## src/rtl/shift_add_multiplier.sv

```systemverilog
// Unsigned sequential shift-right/add multiplier: one multiplier bit per clock,
// WIDTH iterations, start/done handshake matching the restoring divider.
`timescale 1ns/1ps

module shift_add_multiplier #(
    parameter int WIDTH = 32
) (
    input  logic                 clk,
    input  logic                 Reset,
    input  logic                 start,
    input  logic [WIDTH-1:0]     Multiplicand_in,
    input  logic [WIDTH-1:0]     Multiplier_in,
    output logic                 busy,
    output logic                 done,
    output logic [2*WIDTH-1:0]   Product,
    output logic [1:0]           dbg_state_o
);

    // Handshake: start is sampled only in IDLE; the edge that sees it high
    // captures both operands and raises busy. busy stays high for exactly
    // WIDTH cycles, then done pulses for one cycle with Product final.
    // start in CALC or DONE is ignored; Product holds until the next accept.

    typedef enum logic [1:0] {
        IDLE = 2'd0,
        CALC = 2'd1,
        DONE = 2'd2
    } state_e;

    localparam int CW = $clog2(WIDTH) + 1;
    localparam logic [CW-1:0] LAST_ITER = CW'(WIDTH - 1);

    state_e               state_q,   state_d;
    logic [2*WIDTH-1:0]   product_q, product_d;
    logic [WIDTH-1:0]     mcand_q,   mcand_d;
    logic [CW-1:0]        count_q,   count_d;
    logic                 busy_q,    busy_d;
    logic                 done_q,    done_d;

    logic [WIDTH-1:0]     addend;
    logic [WIDTH:0]       sum_ext;

    always_ff @(posedge clk or posedge Reset) begin
        if (Reset) begin
            state_q   <= IDLE;
            product_q <= '0;
            mcand_q   <= '0;
            count_q   <= '0;
            busy_q    <= 1'b0;
            done_q    <= 1'b0;
        end else begin
            state_q   <= state_d;
            product_q <= product_d;
            mcand_q   <= mcand_d;
            count_q   <= count_d;
            busy_q    <= busy_d;
            done_q    <= done_d;
        end
    end

    always_comb begin
        state_d   = state_q;
        product_d = product_q;
        mcand_d   = mcand_q;
        count_d   = count_q;
        busy_d    = busy_q;
        done_d    = 1'b0;

        // Full W+1-bit sum so the carry-out lands in the product MSB.
        addend  = product_q[0] ? mcand_q : '0;
        sum_ext = {1'b0, product_q[2*WIDTH-1:WIDTH]} + {1'b0, addend};

        case (state_q)
            IDLE: begin
                if (start) begin
                    product_d = {{WIDTH{1'b0}}, Multiplier_in};
                    mcand_d   = Multiplicand_in;
                    count_d   = '0;
                    busy_d    = 1'b1;
                    state_d   = CALC;
                end
            end
            CALC: begin
                product_d = {sum_ext, product_q[WIDTH-1:1]};
                count_d   = count_q + CW'(1);
                if (count_q == LAST_ITER) begin
                    state_d = DONE;
                    busy_d  = 1'b0;
                    done_d  = 1'b1;
                end
            end
            DONE: begin
                state_d = IDLE;
            end
            default: begin
                state_d = IDLE;
                busy_d  = 1'b0;
            end
        endcase
    end

    assign busy        = busy_q;
    assign done        = done_q;
    assign Product     = product_q;
    assign dbg_state_o = state_q;

endmodule

```

## config.mk

```make
export PLATFORM = sky130hd
export DESIGN_NAME = shift_add_multiplier
export DESIGN_NICKNAME = d
export VERILOG_FILES = /design/src/rtl/shift_add_multiplier.sv
export SDC_FILE = /design/constraint.sdc
export NUM_CORES = 1
export LEC_CHECK = 0
export ABC_AREA = 1
export CORE_MARGIN = 5
export CORE_UTILIZATION = 45
export CTS_CLUSTER_DIAMETER = 150
export DETAILED_ROUTE_END_ITERATION = 16
export DONT_BUFFER_PORTS = 1
export SYNTH_ARGS = -nofsm -noshare
export SYNTH_HDL_FRONTEND = slang
export SYNTH_SLANG_ARGS = --single-unit
```

## constraint.sdc

```tcl
create_clock -name clk -period 10.1 [get_ports clk]
set_input_delay 3.03 -clock clk [delete_from_list [all_inputs] [get_ports clk]]
set_output_delay 3.03 -clock clk [all_outputs]
set_load 0.1 [all_outputs]
```

-- Word level (Yosys, flattened, before mapping)
Index checks and enable logic that the tools add are counted.
- flip-flop bits (word level): 106
- bits in latches: 0
- RAM bits: 0
- ROM bits: 0
- input bits: 67
- output and inout bits: 68
- logic and storage cells: 33
- memories: 0
- add/subtract/negate cells: 2
- multipliers: 0
- div/mod/pow operators: 0
- $lt $le $gt $ge: 0
- equality and inequality tests: 5
- shift-type cells: 0
- muxes and demuxes: 13
- bitwise logic cells: 1
- reduce and logical (&&, ||, !) cells: 6
- operators with widths (operator ; count):
    64-bit one-hot mux with 2 select lines ; 1
    64-bit two-way mux ; 1
    32-bit by 32-bit adder with 33-bit output ; 1
    32-bit two-way mux ; 1
    6-bit one-hot mux with 2 select lines ; 1
    6-bit by 1-bit adder with 6-bit output, second input constant ; 1
    6-bit by 5-bit == test with 1-bit output, second input constant ; 1
    6-bit two-way mux ; 1
    2-bit AND reduction ; 3
    1-bit two-way mux ; 4
    2-bit two-way mux ; 2
    2-bit inequality test, second input constant ; 2
    2-bit one-hot mux with 2 select lines ; 1
    1-bit one-hot mux with 3 select lines ; 1
    3-bit AND reduction ; 1
    2-bit by 1-bit == test with 1-bit output, second input constant ; 1
    2-bit == test, second input constant ; 1
    2-bit zero test ; 1
    2-bit nonzero test ; 1
    1-bit inverter ; 1

-- Longest topological paths before layout
- word-level depth: 3
- mapped depth: 18
- depth with buffers taken out: 16

-- Worst setup path after synthesis
OpenSTA, ideal clock, no wires.
- kind: register -> output
- from: register state_q[0], in the netlist dbg_state_o[0]
- to: output port dbg_state_o[0]
- arrival time: 0.980 ns
- required time: 7.070 ns
- setup slack: 6.090 ns
- stages on the path, launching flop included: 1
- path buffers: 0
- cells stage by stage: dfrtp_1
- RTL lines (element ; RTL line ; text):
    from (decl) ; 33 ; state_e state_q, state_d;
    from (signal assigned) ; 52 ; state_q <= state_d;
    to (decl) ; 16 ; output logic [1:0] dbg_state_o
No word-level cell between the ends.

-- Final worst setup path
- from: input port start
- to: register product_q[6], in the netlist Product[6]
- word-level cells in the longest chain between the ends: 2
- RTL lines (element ; RTL line ; text):
    from (decl) ; 10 ; input logic start,
    2-bit inequality test (no source line) ; n/a ;
    2-bit AND reduction (no source line) ; n/a ;
    to (signal assigned) ; 53 ; product_q <= product_d;
    to (decl) ; 34 ; logic [2*WIDTH-1:0] product_q, product_d;
No other way between the ends.
A chain may end at the register's enable or synchronous reset.

==> results.sh <==
export IMPL_status="finished clean"
export IMPL_setup_tns_ns=0
export IMPL_viasPerCell=4.95
export IMPL_vias=5934
export IMPL_ys_types=32
export IMPL_grt_max_degree=65
export IMPL_layout_min_cycle_time_ns=4.80
export IMPL_final_seq_area_um2=2650
export IMPL_drc=0
export IMPL_required_ns=10.35
export IMPL_synth_warnings=0
export IMPL_ctsResizeCount=0
export IMPL_syn_avg_cell_area_um2=6.63
export IMPL_grt_pass1_vias=5634
export IMPL_path_max_fanout=36
export IMPL_die_h_um=133
export IMPL_ant_nets=0
export IMPL_cp_start_kind="primary input"
export IMPL_antenna_found_initial=0
export IMPL_preCtsSetupSlack_ns=4.92
export IMPL_cts_buffer_depth=2
export IMPL_fin_skew_ns=0.0113
export IMPL_netlist_instances=1021
export IMPL_gp_congestion=0.963
export IMPL_ys_seq_area_frac=0.392
export IMPL_maxCapViolations=0
export IMPL_cts_sinks=106
export IMPL_wl_per_cell_um=14.7
export IMPL_max_slew_margin=0.255
export IMPL_critPathLaunch="start"
export IMPL_wirelength_mm=17.7
export IMPL_syn_area_um2=6770
export IMPL_stdcell_count=1198
export IMPL_multiInputGateArea_um2=3400
export IMPL_cts_tree="built"
export IMPL_firstDrtPassIters=5
export IMPL_syn2layout_area_growth_pct=6.73
export IMPL_r2r_start="dbg_state_o[1]"
export IMPL_fin_nets=1110
export IMPL_post_cts_setup_buffers=0
export IMPL_rows=44
export IMPL_drive_gt1_frac=0.0424
export IMPL_ios=135
export IMPL_synthFlopType="dfrtp_1"
export IMPL_hold_viol_final=0
export IMPL_worst_slack_ns=5.30
export IMPL_die_area_um2=17600
export IMPL_crit_type="in2reg"
export IMPL_hold_class="reg2reg"
export IMPL_fmax_mhz=208
export IMPL_syn_nets=1122
export IMPL_cp_end_kind="flip-flop"
export IMPL_grt_setup_unrepaired="no"
export IMPL_start_util=0.462
export IMPL_setup_violations=0
export IMPL_postSynth_asyncResetShare=1.00
export IMPL_clk_pin_slew_worst_paths_ns=0.08
export IMPL_hold_start="mcand_q[10]"
export IMPL_die_w_um=133
export IMPL_worst_pin_slew_ns=1.12
export IMPL_grt_total_usage=0.204
export IMPL_cp_arrival_ns=5.05
export IMPL_cts_hold_buffers=0
export IMPL_placedCellCount=1182
export IMPL_drt_initial_drc_count=401
export IMPL_grt_pass1_wl_mm=29.1
export IMPL_diodes=0
export IMPL_post_dp_hpwl_mm=13.3
export IMPL_grt_overflow=0
export IMPL_core_um2=14600
export IMPL_cts_buffers_inserted=9
export IMPL_period_share=0.475
export IMPL_worstSkewPairLatency_ns=0.36
export IMPL_synth_edf_count=0
export IMPL_io_buffers=0
export IMPL_synth_seq_cells=106
export IMPL_fill_cells=1537
export IMPL_h_tree_depth=3
export IMPL_cts_root_buf="clkbuf_16"
export IMPL_whs_ns=0.473
export IMPL_maxSlewViolCount=0
[per-stage QoR]
step / area, um^2 / utilization
6_report: 7220 / 0.493
4_1_cts: 7220 / 0.493
5_1_grt: 7220 / 0.493
3_3_place_gp: 6900 / 0.471
3_5_place_dp: 6900 / 0.471
2_1_floorplan: 6770 / -
[synthesized netlist by cell type (2+ instances only)]
master | instances | area (um^2)
nor3_1 | 4 | 20.0
o21ai_1 | 4 | 20.0
or2_2 | 2 | 12.5
dfrtp_1 | 106 | 2650
nor2_2 | 3 | 18.8
buf_4 | 4 | 30.0
nand4_1 | 3 | 18.8
buf_2 | 5 | 25.0
nand3b_1 | 3 | 22.5
xor2_1 | 2 | 17.5
nor2_1 | 113 | 424
clkbuf_1 | 17 | 63.8
a21oi_1 | 31 | 155
nor2_4 | 2 | 22.5
nand2_1 | 416 | 1560
a32o_1 | 2 | 20.0
xnor2_1 | 2 | 17.5
inv_1 | 153 | 574
o21ai_0 | 17 | 85.1
o21bai_1 | 3 | 22.5
nand3_1 | 42 | 210
nand2_2 | 8 | 50.1
nand3_2 | 3 | 30.0
inv_2 | 4 | 15.0
ha_1 | 33 | 413
o22ai_1 | 33 | 206
[layout by cell type, fill, tap and decap left out, drive strengths merged]
cell type	synthesis	routed
a21oi	31	31
a21o	1	1
inv	157	162
nand3	45	45
ha	33	33
or2	3	3
clkbuf	17	10
o21bai	3	3
xor2	2	2
o22ai	33	33
nor2	118	118
nand4	3	3
nor3	4	4
nand3b	3	3
buf	9	3
bufinv	0	1
a22o	1	1
o31ai	1	1
a31oi	1	1
nand2	424	424
fa	1	1
xnor2	2	2
o21ai	21	21
a32o	2	2
dfrtp	106	106
[critical path, cell delays in order]
cell and delay [ns]:
nand2_1 0.10, nor2_4 0.04, buf_4 0.30, nor2_4 0.75
inv_2 0.49, o22ai_1 0.24, nor2_1 0.06
[cell type report]
type	count	share of cell area
clock inverter	6	0.0109
sequential	106	0.368
clock buffer	10	0.0331
timing repair buffer	3	0.00312
tap	184	0.0319
inverter	157	0.0820
multi-input combinational	732	0.471
[metal layers]
layer	GRT usage	wire [um]	vias to the layer above
met4	0.0427	221	0
met2	0.314	7540	157
met5	0	0	-
met1	0.276	8390	2643
met3	0.0748	1500	17
li1	-	-	3117
[flip-flops by register name, summed over array words and instances, names as in the netlist]
signal and cells:
count_q 6, dbg_state_o 2, done 1, mcand_q 32
busy 1, Product 64
[path summary, 6_finish.rpt]
kind                          endpoint  slack [ns]  cells past startpoint
hold reg to reg            mcand_q[10]        0.47                      2
setup / recovery            Product[6]        5.30                      7
max in group asynchronous   Product[0]        6.29                      2
min in group asynchronous  Product[22]        2.63                      1
setup reg to reg            Product[6]        6.86                      8
hold / removal             mcand_q[10]        0.47                      2
[cells by family after synthesis]
kind of cell    share of synthesized area
simple gates                        0.354
buf+inv                             0.105
xor+xnor                          0.00518
flops                               0.392
compound gates                     0.0797
fa+ha+maj                          0.0640
Power is left out: the tool's default activity adds up to more than one toggle a clock period on the data nets, which glitch-free logic cannot reach.
